**src/rtl/mul8u_product_accumulator.sv**
```systemverilog
// mul8u_product_accumulator
// Accumulates a programmable-length run of unsigned products coming from the
// 8x8 approximate multiplier, so that its error can be judged over a whole
// dot product rather than one product at a time.
//
// Ports
//   clk        clock, all state updates on the rising edge
//   rst        synchronous active-high reset
//   start      begin a new accumulation (sampled only in IDLE)
//   len        number of products to accumulate, latched on start
//   in_valid   upstream product valid
//   in_ready   product accepted this cycle (high only in ACCUM)
//   in_prod    unsigned product from the multiplier
//   out_valid  result valid (high only in DONE)
//   out_ready  downstream accepts the result
//   out_acc    accumulated sum, wraps modulo 2^ACC_W
//   out_count  number of products accumulated
//   overflow   sticky carry out of ACC_W during this accumulation
//   busy       high in ACCUM or DONE
//
// state | meaning
// ------+---------------------------------------------------------
// IDLE  | waiting for start; previous result still on out_acc
// ACCUM | accepting products until len_q of them have arrived
// DONE  | result presented, waiting for out_ready
module mul8u_product_accumulator #(
  parameter int PROD_W = 16,
  parameter int ACC_W  = 32,
  parameter int LEN_W  = 8
) (
  input  logic              clk,
  input  logic              rst,
  input  logic              start,
  input  logic [LEN_W-1:0]  len,
  input  logic              in_valid,
  output logic              in_ready,
  input  logic [PROD_W-1:0] in_prod,
  output logic              out_valid,
  input  logic              out_ready,
  output logic [ACC_W-1:0]  out_acc,
  output logic [LEN_W-1:0]  out_count,
  output logic              overflow,
  output logic              busy
);

  typedef enum logic [1:0] {
    S_IDLE  = 2'd0,
    S_ACCUM = 2'd1,
    S_DONE  = 2'd2
  } state_e;

  state_e             state_q, state_d;
  logic [ACC_W-1:0]   acc_q, acc_d;
  logic [LEN_W-1:0]   count_q, count_d;
  logic [LEN_W-1:0]   len_q, len_d;
  logic               ovf_q, ovf_d;

  // One extra bit on the adder exposes the carry out of ACC_W.
  logic [ACC_W:0]     sum;
  logic [LEN_W-1:0]   count_inc;

  always_comb begin
    state_d   = state_q;
    acc_d     = acc_q;
    count_d   = count_q;
    len_d     = len_q;
    ovf_d     = ovf_q;
    sum       = {1'b0, acc_q} + {{(ACC_W + 1 - PROD_W){1'b0}}, in_prod};
    count_inc = count_q + 1'b1;

    case (state_q)
      S_IDLE: begin
        if (start) begin
          acc_d   = '0;
          count_d = '0;
          ovf_d   = 1'b0;
          if (len != '0) begin
            len_d   = len;
            state_d = S_ACCUM;
          end else begin
            // Empty vector: report a zero result straight away.
            state_d = S_DONE;
          end
        end
      end
      S_ACCUM: begin
        if (in_valid) begin
          acc_d   = sum[ACC_W-1:0];
          count_d = count_inc;
          if (sum[ACC_W]) begin
            ovf_d = 1'b1;
          end
          if (count_inc == len_q) begin
            state_d = S_DONE;
          end
        end
      end
      S_DONE: begin
        // start is deliberately not looked at here; a new run needs IDLE.
        if (out_ready) begin
          state_d = S_IDLE;
        end
      end
      default: state_d = S_IDLE;
    endcase
  end

  always_ff @(posedge clk) begin
    if (rst) begin
      state_q <= S_IDLE;
      acc_q   <= '0;
      count_q <= '0;
      len_q   <= '0;
      ovf_q   <= 1'b0;
    end else begin
      state_q <= state_d;
      acc_q   <= acc_d;
      count_q <= count_d;
      len_q   <= len_d;
      ovf_q   <= ovf_d;
    end
  end

  // Everything below is state decode or a straight register; no path from
  // the input side reaches the output side within a cycle.
  assign in_ready  = (state_q == S_ACCUM);
  assign out_valid = (state_q == S_DONE);
  assign busy      = (state_q != S_IDLE);
  assign out_acc   = acc_q;
  assign out_count = count_q;
  assign overflow  = ovf_q;

endmodule
```
**config.mk**
```make
export PLATFORM = sky130hd
export DESIGN_NAME = mul8u_product_accumulator
export DESIGN_NICKNAME = d
export VERILOG_FILES = /design/src/rtl/mul8u_product_accumulator.sv
export SDC_FILE = /design/constraint.sdc
export NUM_CORES = 1
export LEC_CHECK = 0
export CORE_ASPECT_RATIO = 0.7
export CORE_MARGIN = 1
export CORE_UTILIZATION = 45
export CTS_CLUSTER_SIZE = 40
export DETAILED_ROUTE_END_ITERATION = 10
export GPL_TIMING_DRIVEN = 1
export PLACE_DENSITY = 0.73
export RECOVER_POWER = 25
export SETUP_SLACK_MARGIN = 0.3
export SLEW_MARGIN = 20
export SYNTH_ARGS = -nofsm -noshare
export SYNTH_HDL_FRONTEND = slang
export SYNTH_SLANG_ARGS = --single-unit
```
**constraint.sdc**
```tcl
create_clock -name clk -period 3.6 [get_ports clk]
set_input_delay 0.72 -clock clk [delete_from_list [all_inputs] [get_ports clk]]
set_output_delay 0.72 -clock clk [all_outputs]
set_load 0.02 [all_outputs]
```
; ---- Word-level counts from Yosys, hierarchy flattened
; Cells that the tools add are included.
[word_totals]
word_cells = 39
ff_bits = 51
[op_classes]
n_mux = 16
addsub = 2
n_eq_ne = 8
reduce_logical = 8
[ops]
columns = operator, count
row1 = $mux 32, 2
row2 = $pmux 32 s2, 1
row3 = $add 32x16->33, 1
row4 = $mux 8, 2
row5 = $pmux 8 s2, 1
row6 = $mux 2, 5
row7 = $add 8x1->8 const B, 1
row8 = $eq 8x8->1, 1
row9 = $reduce_and 4->1, 2
row10 = $reduce_bool 8->1, 1
row11 = $ne 2x1->1 const B, 3
row12 = $pmux 2 s3, 1
row13 = $reduce_and 3->1, 2
row14 = $ne 2x2->1 const B, 2
row15 = $reduce_bool 2->1, 2
row16 = $mux 1, 3
row17 = $eq 2x1->1 const B, 1
row18 = $eq 2x2->1 const B, 1
row19 = $logic_not 2->1, 1
row20 = $pmux 1 s2, 1

; ---- Longest topological paths before layout
; Gate-level depths: netlist (run 1).
[logic_depth]
depth_word = 5
mapped_depth = 10

; ---- Worst setup path after synthesis (run 1)
; OpenSTA, ideal clock, no wires.
[synth_timing]
path_kind = input port to flip-flop
startpoint = in in_prod[0]
endpoint = reg acc_q[26], in the netlist out_acc[26]
path_slack_ns = 1.094
arrival_ns = 2.436
required_time_ns = 3.529
path_stages = 10
n_path_buf = 0
cell_sequence = ha_1 > inv_1 > fa_1 > inv_1 > a21oi_1 > o21ai_1 > a21o_2 > o21ai_4 > or4_1 > a21oi_1
[synth_via]
elab_chain_cells = 3
[synth_rtl]
columns = item, line
row1 = from (decl), 37  ; input logic [PROD_W-1:0] in_prod,
row2 = $add 32x16->33, 68  ; sum = {1'b0, acc_q} + {{(ACC_W + 1 - PROD_W){1'b0}}, in_prod};
row3 = $mux 32, 87  ; if (in_valid) begin
row4 = $pmux 32 s2, 71  ; case (state_q)
row5 = to (signal assigned), 111  ; acc_q <= '0;
row6 = to (signal assigned), 117  ; acc_q <= acc_d;
row7 = to (decl), 53  ; logic [ACC_W-1:0] acc_q, acc_d;
; No other way between the ends. The select of a mux whose other input is x is not followed.
; A chain may end at the register's enable or synchronous reset.

; ---- Worst setup path after layout (run 1)
[layout_timing]
startpoint = in in_prod[0]
endpoint = reg acc_q[24], in the netlist out_acc[24]
; Same word-level chain as after synthesis.

==> impl_metrics.toml, run 1 <==
[cells_and_area]
area.growth.synth_to_final_pct = 29.4
mostFrequentLayoutCells = "clkdlybuf4s50_1 (57), dfxtp_1 (51), nor2_1 (47), a21oi_1 (43), nand2_1 (37)"
final_common_cell = "clkdlybuf4s50_1"
layout-drive-gt1-share = 0.0454
fin_nets = 509
diodes = 0
fin_area_mm2 = 0.00405

[critical_path]
cp.arrival_ns = 3.17
critPathKind = "in2reg"
start_kind = "primary input"
cp.required_ns = 3.83
slowest_delay_ns = 0.46
cpMaxStageDelayCell = "clkdlybuf4s50_1"
cp_cell_sequence = "clkdlybuf4s50_1, ha_1, inv_1, fa_1, inv_1, a21oi_1, o21ai_1, a21o_2, o21ai_4, or4_1, a21oi_1"
cp_max_fo = 9
endpoint_kind = "flip-flop"

[die]
floorplan.initialDensity = 0.466
rows = 25
die-area_mm2 = 0.00730
core-area_mm2 = 0.00673
die_x_um = 102
die_h_um = 71.8
ioPinCount = 73

[place]
port_buffers = 72
place.gp.congestion = 0.853
place_hpwl_mm = 5.89
placedInstanceArea_mm2 = 0.00394

[synth]
synth_area_leader_cell = "dfxtp_1"
ys_seq_area_frac = 0.326
synth_cells = 391
synth-main-ff-cell = "dfxtp_1"
synth_area_per_cell_um2 = 8.01
async_flop_share = 0
ys.warnings.count = 0
yosysUniqueCellTypes = 54
synth_area_mm2 = 0.00313
ys_ff_latch = 51
synth_top_area_frac = 0.326
ys_top_cells_by_area = "dfxtp_1 (33%), a21oi_1 (6.9%), ha_1 (6.8%)"
synth_fp_nets = 438
synth_edf_count = 0

[power_and_ir_drop]
power.leakage_uw = 0.00161
finalPower_uw = 1250
ir_worst_vdd_uv = 154
pwr_density_cell_mw_per_mm2 = 309

[timing]
hold_slack_ns = 0.477
slew_violations = 0
hold_viol = 0
fin_crit_ns = 2.93
max_slew_margin = 0.555
finalClockSkew_ns = 0.00990
fmax_mhz = 341
setup_viol = 0
tightest_slew_ns = 0.667
fin_crit_sh = 0.815
tns_ns = 0
rsz0062_at_grt = "false"

[drt]
wire_per_inst_um = 14.0
totalWireLength_mm = 7.79
drt-pass1-iter-count = 4
via_per_inst = 5.46
drtIter0Drc = 112
drc = 0
num_vias = 3044
drtAntennaViolNets = 0

[clocking]
cts_resized = 0
cts_tree = "yes"
cts_sinks = 51
cts_buffers = 5
cts_root_buffer = "clkbuf_8"
path_clk_slew_ns = 0.09
cts_setup_buffers = 0
insertion_delay_ns = 0.31
cts_max_level = 2
hold_buffers = 0
clockBufferDepth = 2

[global_route]
grt_pass1_wl_mm = 12.7
grt-ovfl-total = 0
first_global_vias = 2749
grt_antenna_before_repair = 0
grt_max_degree = 18
track_usage = 0.219

[status]
status = "finished clean"

[worst_hold_path]
min_path_type = "reg2reg"

[run]
maxCapViolations = 0
-- routing by layer --
| metal | vias up | track usage | routed length [um] |
|---|---|---|---|
| met3 | 8 | 0.0361 | 290 |
| li1 | 1543 | - | - |
| met1 | 1426 | 0.304 | 3930 |
| met2 | 67 | 0.349 | 3490 |
| met5 | - | 0 | 0 |
| met4 | 0 | 0.0628 | 73 |
-- through the flow --
stage	setup slack [ns]	util	std cells
finish	0.666	0.602	557
global placement	0.441	0.586	549
global route	0.524	0.602	557
detailed placement	0.374	0.586	549
CTS	0.682	0.603	557
floorplan	1.09	-	391
-- registers in the layout (all words and copies together) (netlist names) --
signal and count:
overflow 1, len_q 8, state_q 2, out_count 8, out_acc 32
-- worst paths after layout --
path / start / endpoint / slack (ns) / depth (start not counted)
max: in_prod[0] / out_acc[24] / 0.67 / 11
min: len_q[0] / len_q[0] / 0.48 / 2
max reg2reg: out_acc[0] / out_acc[24] / 1.17 / 10
min reg2reg: len_q[0] / len_q[0] / 0.48 / 2
-- Yosys cell counts (2+ instances only) --
cell       n
or3_1      4
o21ai_0   13
or4_1      3
nand4_1    6
nor3_1     5
nor2_1    47
and2_1     3
ha_1      17
dfxtp_1   51
nor4_1     2
a211oi_1   2
nand3_1   23
xnor2_1   19
a21oi_1   43
a31oi_1    4
a22o_1     7
a21o_1     3
nand2_1   37
a22oi_1   10
nor2b_1    3
o21ai_1    7
xor2_1    14
nand2b_1   4
mux2i_1    4
inv_1     15
and3_1     4
o21a_1     5
o31ai_1    2
clkbuf_1   9
-- power breakdown --
part	internal, uW	switching (uW)	leakage (uW)	total, uW
Combinational	112	142	0.00114	254
Sequential	579	14.7	0.000413	594
Clock	207	198	0.0000581	405
-- cell families (layout without fill, tap and decap cells) --
kind of cell	count (synthesis)	in the layout	synth area share
XOR/XNOR	33	33	0.0923
AND/OR/NAND/NOR	148	148	0.227
AO/OA/AOI/OAI	111	111	0.234
multiplexers	4	4	0.0128
adder cells (fa/ha/maj)	18	18	0.0743
flip-flops	51	51	0.326
buffers and inverters	26	98	0.0340
-- final cells by class --
type	instances	area (um^2)
sequential	51	1020
clock inverter	3	43.8
clock buffer	5	68.8
multi-input combinational	314	2000
timing repair buffer	75	739
inverter	15	56.3
tap	94	118
fill	622	2670
-- critical path: cells and delay by family --
kind	cells	cell delay, ns
adders and majority gates	2	0.58
AOI/OAI and AO/OA	5	0.87
and+or+nand+nor	1	0.40
buffers and inverters	3	0.60
No activity file was read; power rests on OpenSTA's default activity.
==> run 2, diff against run 1 <==
==> constraint.sdc (replaced) <==
create_clock -name clk -period 2.9 [get_ports clk]
set_input_delay 0.58 -clock clk [delete_from_list [all_inputs] [get_ports clk]]
set_output_delay 0.58 -clock clk [all_outputs]
set_load 0.02 [all_outputs]
==> impl_metrics.toml, run 2 (same netlist as run 1, synthesis figures left out) <==
[status]
status = "finished clean"

[critical_path]
cp.buffers_inverters = 3
slowest_delay_ns = 0.46
cp_cell_sequence = "clkdlybuf4s50_1, ha_2, inv_1, fa_2, inv_2, a21oi_2, o21ai_2, a21o_2, o21ai_4, or4_1, a21oi_1"
start_kind = "primary input"
endpoint_kind = "flip-flop"
cp.required_ns = 3.15
critPathKind = "in2reg"
cp_max_fo = 7
cpMaxStageDelayCell = "clkdlybuf4s50_1"
cp.arrival_ns = 2.80
cp_top_family = "compound AO/OA/AOI/OAI gates"

[power_and_ir_drop]
p_sw_uw = 451
power.leakage_uw = 0.00167
switching_share = 0.291
finalPower_uw = 1550
cellInternalPower_uw = 1100
clockPowerShare = 0.300
pwr-share-comb = 0.223
ir_worst_vdd_uv = 209
pwr_density_cell_mw_per_mm2 = 367
seq_power_share = 0.477

[cells_and_area]
multi_input_area_mm2 = 0.00205
fin_area_mm2 = 0.00422
diodes = 0
final_common_cell = "clkdlybuf4s50_1"
final-seq-area_mm2 = 0.00102
layout-drive-gt1-share = 0.104
fin_cells = 575
fill_cells = 596
area.growth.synth_to_final_pct = 34.9
largest_register_ffs = 32
fin_nets = 527
utilization = 0.628
mostFrequentLayoutCells = "clkdlybuf4s50_1 (60), dfxtp_1 (51), nor2_1 (46), a21oi_1 (42), nand2_1 (37)"

[die]
die-area_mm2 = 0.00730
die_h_um = 71.8
die_x_um = 102
rows = 25
ioPinCount = 73
core-area_mm2 = 0.00673
floorplan.initialDensity = 0.466

[global_route]
track_usage = 0.230
first_global_vias = 2880
grt_max_degree = 19
grt_antenna_before_repair = 0
grt_pass1_wl_mm = 13.4
grt-ovfl-total = 0

[clocking]
cts_max_level = 2
clockBufferDepth = 2
cts_tree = "yes"
cts_buffers = 5
insertion_delay_ns = 0.31
path_clk_slew_ns = 0.10
cts_root_buffer = "clkbuf_8"
cts_sinks = 51

[drt]
totalWireLength_mm = 8.25
drtAntennaViolNets = 0
wire_per_inst_um = 14.4
drt-pass1-iter-count = 5
drc = 0
via_per_inst = 5.56
num_vias = 3195
drtIter0Drc = 144

[place]
place_hpwl_mm = 6.08
port_buffers = 72
dpl.cell_count = 562
place.gp.congestion = 0.877
placedInstanceArea_mm2 = 0.00404

[timing]
fin_crit_ns = 2.56
hold_slack_ns = 0.476
fin_crit_sh = 0.882
slew_violations = 0
setup_viol = 0
tightest_slew_ns = 0.735
finalClockSkew_ns = 0.00357
rsz0062_at_grt = "true"
max_slew_margin = 0.510
hold_viol = 0
fmax_mhz = 391

[worst_hold_path]
min_path_type = "reg2reg"

[run]
maxCapViolations = 0
==> run 2: changes by cell type in the layout (fill, tap and decap cells not counted), sizes merged <==
| cell | change |
|---|---|
| clkinvlp | +1 |
| bufinv | -1 |
| clkbuf | +2 |
| dlygate4sd3 | -3 |
| clkdlybuf4s50 | +3 |
| clkinv | -2 |
| buf | +18 |
==> run 2: worst min-delay path, cell delays in order, from the launching register on <==
cell     delay [ns]
dfxtp_1        0.33
nand2_1        0.05
a21oi_1        0.05
==> run 2: through the flow <==
step / setup TNS, ns / worst slack (ns)
2_1_floorplan: 0 / 0.534
3_3_place_gp: -0.189 / -0.0823
3_5_place_dp: -0.557 / -0.148
4_1_cts: 0 / 0.303
5_1_grt: 0 / 0.268
6_report: 0 / 0.343
==> run 2: cell type report <==
cell class	count	area share
Tap cell	94	0.0278
Sequential cell	51	0.242
Inverter	15	0.0133
Clock inverter	1	0.00178
Clock buffer	7	0.0228
Timing Repair Buffer	93	0.207
Multi-Input combinational cell	314	0.485
==> run 2: final timing paths <==
kind	endpoint	slack (ns)	startpoint	depth (start not counted)
max	out_acc[26]	0.34	in_prod[0]	11
min	len_q[6]	0.48	len_q[6]	2
max reg2reg	out_acc[26]	0.70	out_acc[0]	10
min reg2reg	len_q[6]	0.48	len_q[6]	2
==> run 2: timing repair <==
| action | in CTS | in global routing |
|---|---|---|
| gates cloned | 0 | 0 |
| pin swaps | 2 | 7 |
| gates resized for setup | 2 | 10 |
| buffers inserted | 1 | 4 |
| endpoints found under the setup margin | 6 | 16 |
| hold buffers | 0 | 0 |
==> run 2: per-layer routing <==
| metal | routed length (um) | global-route usage | vias up |
|---|---|---|---|
| met5 | 0 | 0 | - |
| met4 | 48 | 0.0419 | 0 |
| met3 | 453 | 0.0410 | 9 |
| met2 | 3880 | 0.385 | 95 |
| met1 | 3870 | 0.313 | 1509 |
| li1 | - | - | 1582 |
==> run 2: power groups by stage <==
stage          sequential [uW]  clock, uW  combinational (uW)
2_1_floorplan              763          0                 193
3_3_place_gp               753          0                 326
3_5_place_dp               754          0                 333
4_1_cts                    738        476                 338
5_1_grt                    741        504                 377
6_report                   738        465                 346
